File: src/rtl/param_datamem.sv
// param_datamem -- single-port word memory with registered read data and
// out-of-range detection.
//
// Optional feature macro: DMEM_INIT_EN
//   defined   : after reset release an INIT sweep writes mem[i] = i (mod
//               2^DATA_W), one word per cycle; ready rises once the sweep ends.
//   undefined : no INIT state and no sweep; ready rises on the first edge
//               after reset release and memory starts undefined.
//
// Parameters: DATA_W (word width), ADDR_W (address width), DEPTH (words).
//
// Ports:
//   clk       in   rising-edge clock
//   rst_n     in   asynchronous active-low reset
//   req       in   access request, accepted when ready is high
//   we        in   1 = write, 0 = read
//   addr      in   word address
//   wdata     in   write data
//   ready     out  a request can be accepted this cycle
//   rdata     out  read data, held until the next accepted read
//   rvalid    out  one-cycle pulse after each accepted read
//   err       out  one-cycle pulse after an accepted out-of-range access
//   init_done out  initialisation complete

module param_datamem #(
  parameter int DATA_W = 8,
  parameter int ADDR_W = 8,
  parameter int DEPTH  = 256
) (
  input  logic              clk,
  input  logic              rst_n,
  input  logic              req,
  input  logic              we,
  input  logic [ADDR_W-1:0] addr,
  input  logic [DATA_W-1:0] wdata,
  output logic              ready,
  output logic [DATA_W-1:0] rdata,
  output logic              rvalid,
  output logic              err,
  output logic              init_done
);

  logic [DATA_W-1:0] mem [DEPTH];

  logic              accept;
  logic              in_range;
  logic              mem_we;
  logic [ADDR_W-1:0] mem_addr;
  logic [DATA_W-1:0] mem_wdata;

  assign accept   = req & ready;
  // One extra bit so DEPTH == 2^ADDR_W is representable.
  assign in_range = ({1'b0, addr} < (ADDR_W + 1)'(DEPTH));

`ifdef DMEM_INIT_EN
  localparam int WIDE_W = (DATA_W > ADDR_W) ? DATA_W : ADDR_W;

  typedef enum logic {INIT, IDLE} state_t;

  state_t            state;
  state_t            state_next;
  logic [ADDR_W-1:0] init_cnt;

  // Sweep value: index reduced modulo 2^DATA_W (zero-extend or truncate).
  function automatic logic [DATA_W-1:0] init_word(input logic [ADDR_W-1:0] idx);
    logic [WIDE_W-1:0] wide;
    wide = WIDE_W'(idx);
    return wide[DATA_W-1:0];
  endfunction

  always_ff @(posedge clk or negedge rst_n) begin
    if (!rst_n) state <= INIT;
    else        state <= state_next;
  end

  always_comb begin
    state_next = state;
    if (state == INIT && init_cnt == ADDR_W'(DEPTH - 1)) state_next = IDLE;
  end

  always_comb begin
    ready     = (state == IDLE);
    init_done = (state == IDLE);
  end

  always_ff @(posedge clk or negedge rst_n) begin
    if (!rst_n)              init_cnt <= '0;
    else if (state == INIT)  init_cnt <= init_cnt + 1'b1;
  end

  // The sweep owns the write port while in INIT. While reset is held the
  // sweep keeps rewriting word 0 with its sweep value, which is harmless.
  always_comb begin
    mem_we    = accept & we & in_range;
    mem_addr  = addr;
    mem_wdata = wdata;
    if (state == INIT) begin
      mem_we    = 1'b1;
      mem_addr  = init_cnt;
      mem_wdata = init_word(init_cnt);
    end
  end
`else
  logic live;

  always_ff @(posedge clk or negedge rst_n) begin
    if (!rst_n) live <= 1'b0;
    else        live <= 1'b1;
  end

  assign ready     = live;
  assign init_done = live;

  always_comb begin
    mem_we    = accept & we & in_range;
    mem_addr  = addr;
    mem_wdata = wdata;
  end
`endif

  // Storage: never reset.
  always_ff @(posedge clk) begin
    if (mem_we) mem[mem_addr] <= mem_wdata;
  end

  // Response stage: one cycle after acceptance.
  always_ff @(posedge clk or negedge rst_n) begin
    if (!rst_n) begin
      rdata  <= '0;
      rvalid <= 1'b0;
      err    <= 1'b0;
    end else begin
      rvalid <= accept & ~we;
      err    <= accept & ~in_range;
      if (accept & ~we) rdata <= in_range ? mem[addr] : '0;
    end
  end

endmodule

File: config.mk
export PLATFORM = sky130hd
export DESIGN_NAME = param_datamem
export DESIGN_NICKNAME = d
export VERILOG_FILES = /design/src/rtl/param_datamem.sv
export SDC_FILE = /design/constraint.sdc
export NUM_CORES = 2
export LEC_CHECK = 0
export BUFFER_PORTS_ARGS = -buffer_cell sky130_fd_sc_hd__clkbuf_2
export CORE_UTILIZATION = 50
export DETAILED_ROUTE_END_ITERATION = 6
export GPL_TIMING_DRIVEN = 1
export PLACE_DENSITY = 0.74
export RECOVER_POWER = 50
export REMOVE_ABC_BUFFERS = 1
export SYNTH_ARGS = -nofsm -noshare
export SYNTH_HDL_FRONTEND = slang
export SYNTH_SLANG_ARGS = --single-unit
File: constraint.sdc
create_clock -name clk -period 3 [get_ports clk]
set_input_delay 0.3 -clock clk [delete_from_list [all_inputs] [get_ports clk]]
set_output_delay 0.3 -clock clk [all_outputs]
set_load 0.05 [all_outputs]
Word-level counts from Yosys, hierarchy flattened
Memories as Yosys holds them, arrays and structs flattened. A register that Yosys moved wholly into a read port is not among the register bits.
Index checks and enable logic that the tools add are counted.
{"block": "totals", "ff_bits": 2, "latchBits": 0, "ramBits": 2048, "mem_bits_ro": 0, "inputBits": 20, "elab_cells": 10, "mem_count": 1}
{"name": "mem", "depth": 256, "word_bits": 8, "read_ports": 1, "rd_clocked_by_memory_dff": 1, "wr": 1, "line": "43", "rtl": "logic [DATA_W-1:0] mem [DEPTH];"}
{"block": "classes", "add_sub_neg": 0, "n_mul": 0, "n_div": 0, "magnitude_cmp": 0, "n_eq_ne": 0, "shifts": 0, "muxes": 2, "n_bitwise": 4, "reduce_logical": 1}
{"operator": "$and 1x1->1", "count": 3}
{"operator": "$mux 1", "count": 2}
{"operator": "$logic_not 1->1", "count": 1}
{"operator": "$not 1->1", "count": 1}

Longest topological paths before layout
{"block": "logic_depth", "depth_word": 4, "mapped_depth": 13}

Least setup slack after synthesis
OpenSTA, ideal clock, no wires.
{"block": "synth_path", "kind": "input-to-reg", "start": "input addr[1]", "end": "memory mem[147][0] (enable)", "arrival_time_ps": 2454, "path_slack_ps": 163, "stages": 8, "path_buffers": 6, "path_cell_list": "buf_2 > buf_2 > buf_2 > buf_2 > buf_2 > clkbuf_1 > nand2_1 > nor3_1"}
{"element": "start: declaration", "line": "34", "rtl": "input logic [ADDR_W-1:0] addr,"}
{"element": "end: declaration", "line": "43"}
Straight into the memory's write port.

Worst setup path in the final report
{"block": "layout_path", "start": "input addr[7]", "end": "memory mem[151][0] (enable)"}
Straight into the memory's write port.

==> flow_metrics.py <==
metrics = {
    "status": {
        "status": "finished with violations",
        "violations": "capacitance limit, slew limit",
    },
    "sta": {
        "timing.hold.ws_ns": 0.184,
        "fin_crit_ns": 2.87,
        "fin_ws_ns": 0.127,
        "clock_skew_ns": 0.0453,
        "maxSlewHeadroom": -0.898,
        "rsz0062_at_grt": "false",
        "max_slew.worst_pin.slew_ns": 2.85,
        "timing_hold_violations_final": 0,
        "finalCritPeriodShare": 0.958,
        "fmax_mhz": 348,
        "slew_viol_final": 640,
        "fin_setup_tns_ns": 0,
        "setup_violations": 0,
    },
    "global_routing": {
        "antenna_found_initial": 10,
        "gr-total-overflow": 0,
        "grt_pass1_wl_um": 292000,
        "grt_pass1_vias": 41400,
        "grt_use_total": 0.252,
        "grt_start_max_net_pins": 126,
    },
    "min_path": {
        "min_path_type": "input pin to flop",
        "holdPathEnd": "rdata[4]$_DFFE_PN0P_",
        "hold_path.startpoint": "we",
        "worstHoldPathCells": 4,
    },
    "clocking": {
        "cts_buffers": 194,
        "clk_latency_ns": 0.85,
        "clockBufferDepth": 3,
        "cts.sinks": 2058,
        "clk_pin_slew_ns": 0.07,
        "htreeDepth": 4,
        "post_cts.repair.setup_buffers": 0,
        "root_buffer": "clkbuf_16",
        "tritoncts": "done",
    },
    "worst_setup_path": {
        "crit_fanout": 27,
        "cp_slowest_cell": "clkbuf_1",
        "worstPathArrival_ns": 3.42,
        "crit_chain": "dlygate4sd3_1, clkbuf_1, buf_12, nor2b_1, buf_4, nand3_1, nor3_1, buf_4",
        "cp.buffers_inverters": 5,
        "timing.rr.start": "mem[91][2]$_DFFE_PP_",
        "rrSetupSlack_ns": 0.39,
        "criticalPathCategory": "input pin to flop",
        "rr_worst_depth": 8,
        "r2r-end": "rdata[2]$_DFFE_PN0P_",
        "cp-end-kind": "flop",
        "critPathMaxStageDelay_ns": 0.70,
        "cpLargestDelayFamily": "buffers and inverters",
        "worstPathRequired_ns": 3.55,
        "crit_top_cell": "buf_4",
        "start_kind": "input pin",
        "startpoint": "addr[7]",
    },
    "place": {
        "dpl.hpwl_um": 127000,
        "globalplace.congestion": 0.944,
        "dp_cells": 6098,
        "io_buffers": 30,
        "post-place-ws_ns": -0.330,
    },
    "routing": {
        "route.detailed.drc": 0,
        "vias": 41000,
        "drt_iter0_markers": 6027,
        "vias_per_cell": 6.35,
        "wl_per_cell_um": 31.3,
        "drt-total-wl_um": 202000,
        "antenna_left": 0,
        "drt_pre_antenna_iters": 6,
    },
    "die": {
        "core_area_um2": 159000,
        "io_pins": 32,
        "die-height_um": 402,
        "rows": 146,
        "die_area_um2": 161000,
        "start_util": 0.504,
        "die_x_um": 402,
    },
    "logic_synthesis": {
        "synthFlopType": "edfxtp_1",
        "ys_seq_elements": 2058,
        "synth_edf_count": 2048,
        "synth_cells": 3639,
        "synthTopCellsByArea": "edfxtp_1 (77%), mux4_2 (15%), mux2i_1 (1.6%), nor2_1 (1.3%), a22oi_1 (0.54%)",
        "synth_top_area_share": 0.770,
        "synth_common_cells": "edfxtp_1 (2,048), mux4_2 (537), nor2_1 (272)",
        "synth.yosys.seq_area_share": 0.773,
        "async_flop_share": 0.00486,
        "syn_avg_cell_area_um2": 21.9,
        "synthDistinctLibCells": 53,
        "synth_largest_area_cell": "edfxtp_1",
        "yosysMostFrequentCell": "edfxtp_1",
        "ys_warn_count": 0,
        "netlist_area_um2": 79900,
    },
    "run": {
        "drv_cap": 7,
    },
    "finish": {
        "fin_nets": 4247,
        "utilization": 0.587,
        "drive_gt1_frac": 0.327,
        "fin_cells": 6462,
        "area.growth.synth_to_final_pct": 16.4,
    },
    "power": {
        "p_leak_nw": 30.0,
        "power.density_nw_per_um2": 644,
        "ir_drop_mv": 0.532,
    },
}
state kept, by name (all words and copies together), names as in the netlist:
signal	flops
init_done	1
mem	2048
rdata	8
rvalid	1
logic make-up (layout without fill, tap and decap cells):
group           after synthesis  after routing  synth area share
flops                      2058           2058             0.773
mux                         673            673             0.169
simple gates                469            469            0.0251
buf+inv                     226            976            0.0143
compound gates              211            211            0.0188
other cells                   2              3         0.0000940
layout make-up:
class / count / area (um^2)
fill: 10900 / 65600
timing repair buffer: 614 / 5140
multi-input combinational: 1355 / 17000
inverter: 4 / 20.0
antenna: 1 / 2.50
clock inverter: 122 / 1480
tap: 2072 / 2590
clock buffer: 236 / 5010
sequential: 2058 / 61700
how the worst max path moves through the flow:
stage,endpoint,slack (ns),cells after the start
after floorplan,mem[165][0]$_DFFE_PP_,-0.05,3
after global placement,rdata[7]$_DFFE_PN0P_,-0.33,11
after detailed placement,rdata[7]$_DFFE_PN0P_,-0.33,11
after CTS,rdata[4]$_DFFE_PN0P_,0.42,9
after global routing,mem[182][5]$_DFFE_PP_,0.15,2
final,mem[151][0]$_DFFE_PP_,0.13,8
tightest hold or removal path, stage by stage:
cell and delay (ns):
clkbuf_2 0.08, or2_2 0.34, a31oi_1 0.09, o211ai_1 0.17
where the power goes:
| part | internal [W] | total (W) | switching (W) |
|---|---|---|---|
| Combinational | 0.00123 | 0.00323 | 0.00200 |
| Clock | 0.0142 | 0.0250 | 0.0108 |
| Sequential | 0.0317 | 0.0317 | 0.0000314 |
| Total | 0.0471 | 0.0599 | 0.0128 |
placed cells by master (no fill, tap or decap), drive strengths merged, types with 6 or more instances in the layout:
cell      instances
a21oi            20
a221oi            7
a22oi            57
a31oi            11
buf             561
bufinv           25
clkbuf          283
clkinv           82
clkinvlp          6
dfrtp            10
edfxtp         2048
inv              13
mux2             10
mux2i           126
mux4            537
nand2            71
nand2b            8
nand3            30
nand4            12
nor2            272
nor2b            15
nor3             35
o2111ai           7
o211ai            9
o21ai            21
o221ai            7
o22ai            33
or3               6
per-stage QoR:
stage	power, W	area, um^2
floorplan	0.0335	78700
global placement	0.0354	86600
detailed placement	0.0355	86600
CTS	0.0601	93200
global route	0.0613	93000
finish	0.0599	93000
metal layers:
| layer | share of wire | GRT usage | vias to the layer above |
|---|---|---|---|
| li1 | - | - | 16500 |
| met1 | 0.36 | 0.344 | 21400 |
| met2 | 0.48 | 0.396 | 2709 |
| met3 | 0.12 | 0.0598 | 478 |
| met4 | 0.042 | 0.0993 | 12 |
| met5 | 0.00081 | 0 | - |
timing repair:
action | CTS | global route
hold buffers | 5 | 0
endpoints found under the hold margin | 60 | 0
resized for setup | 0 | 0
Power figures use the tool's default switching activity.
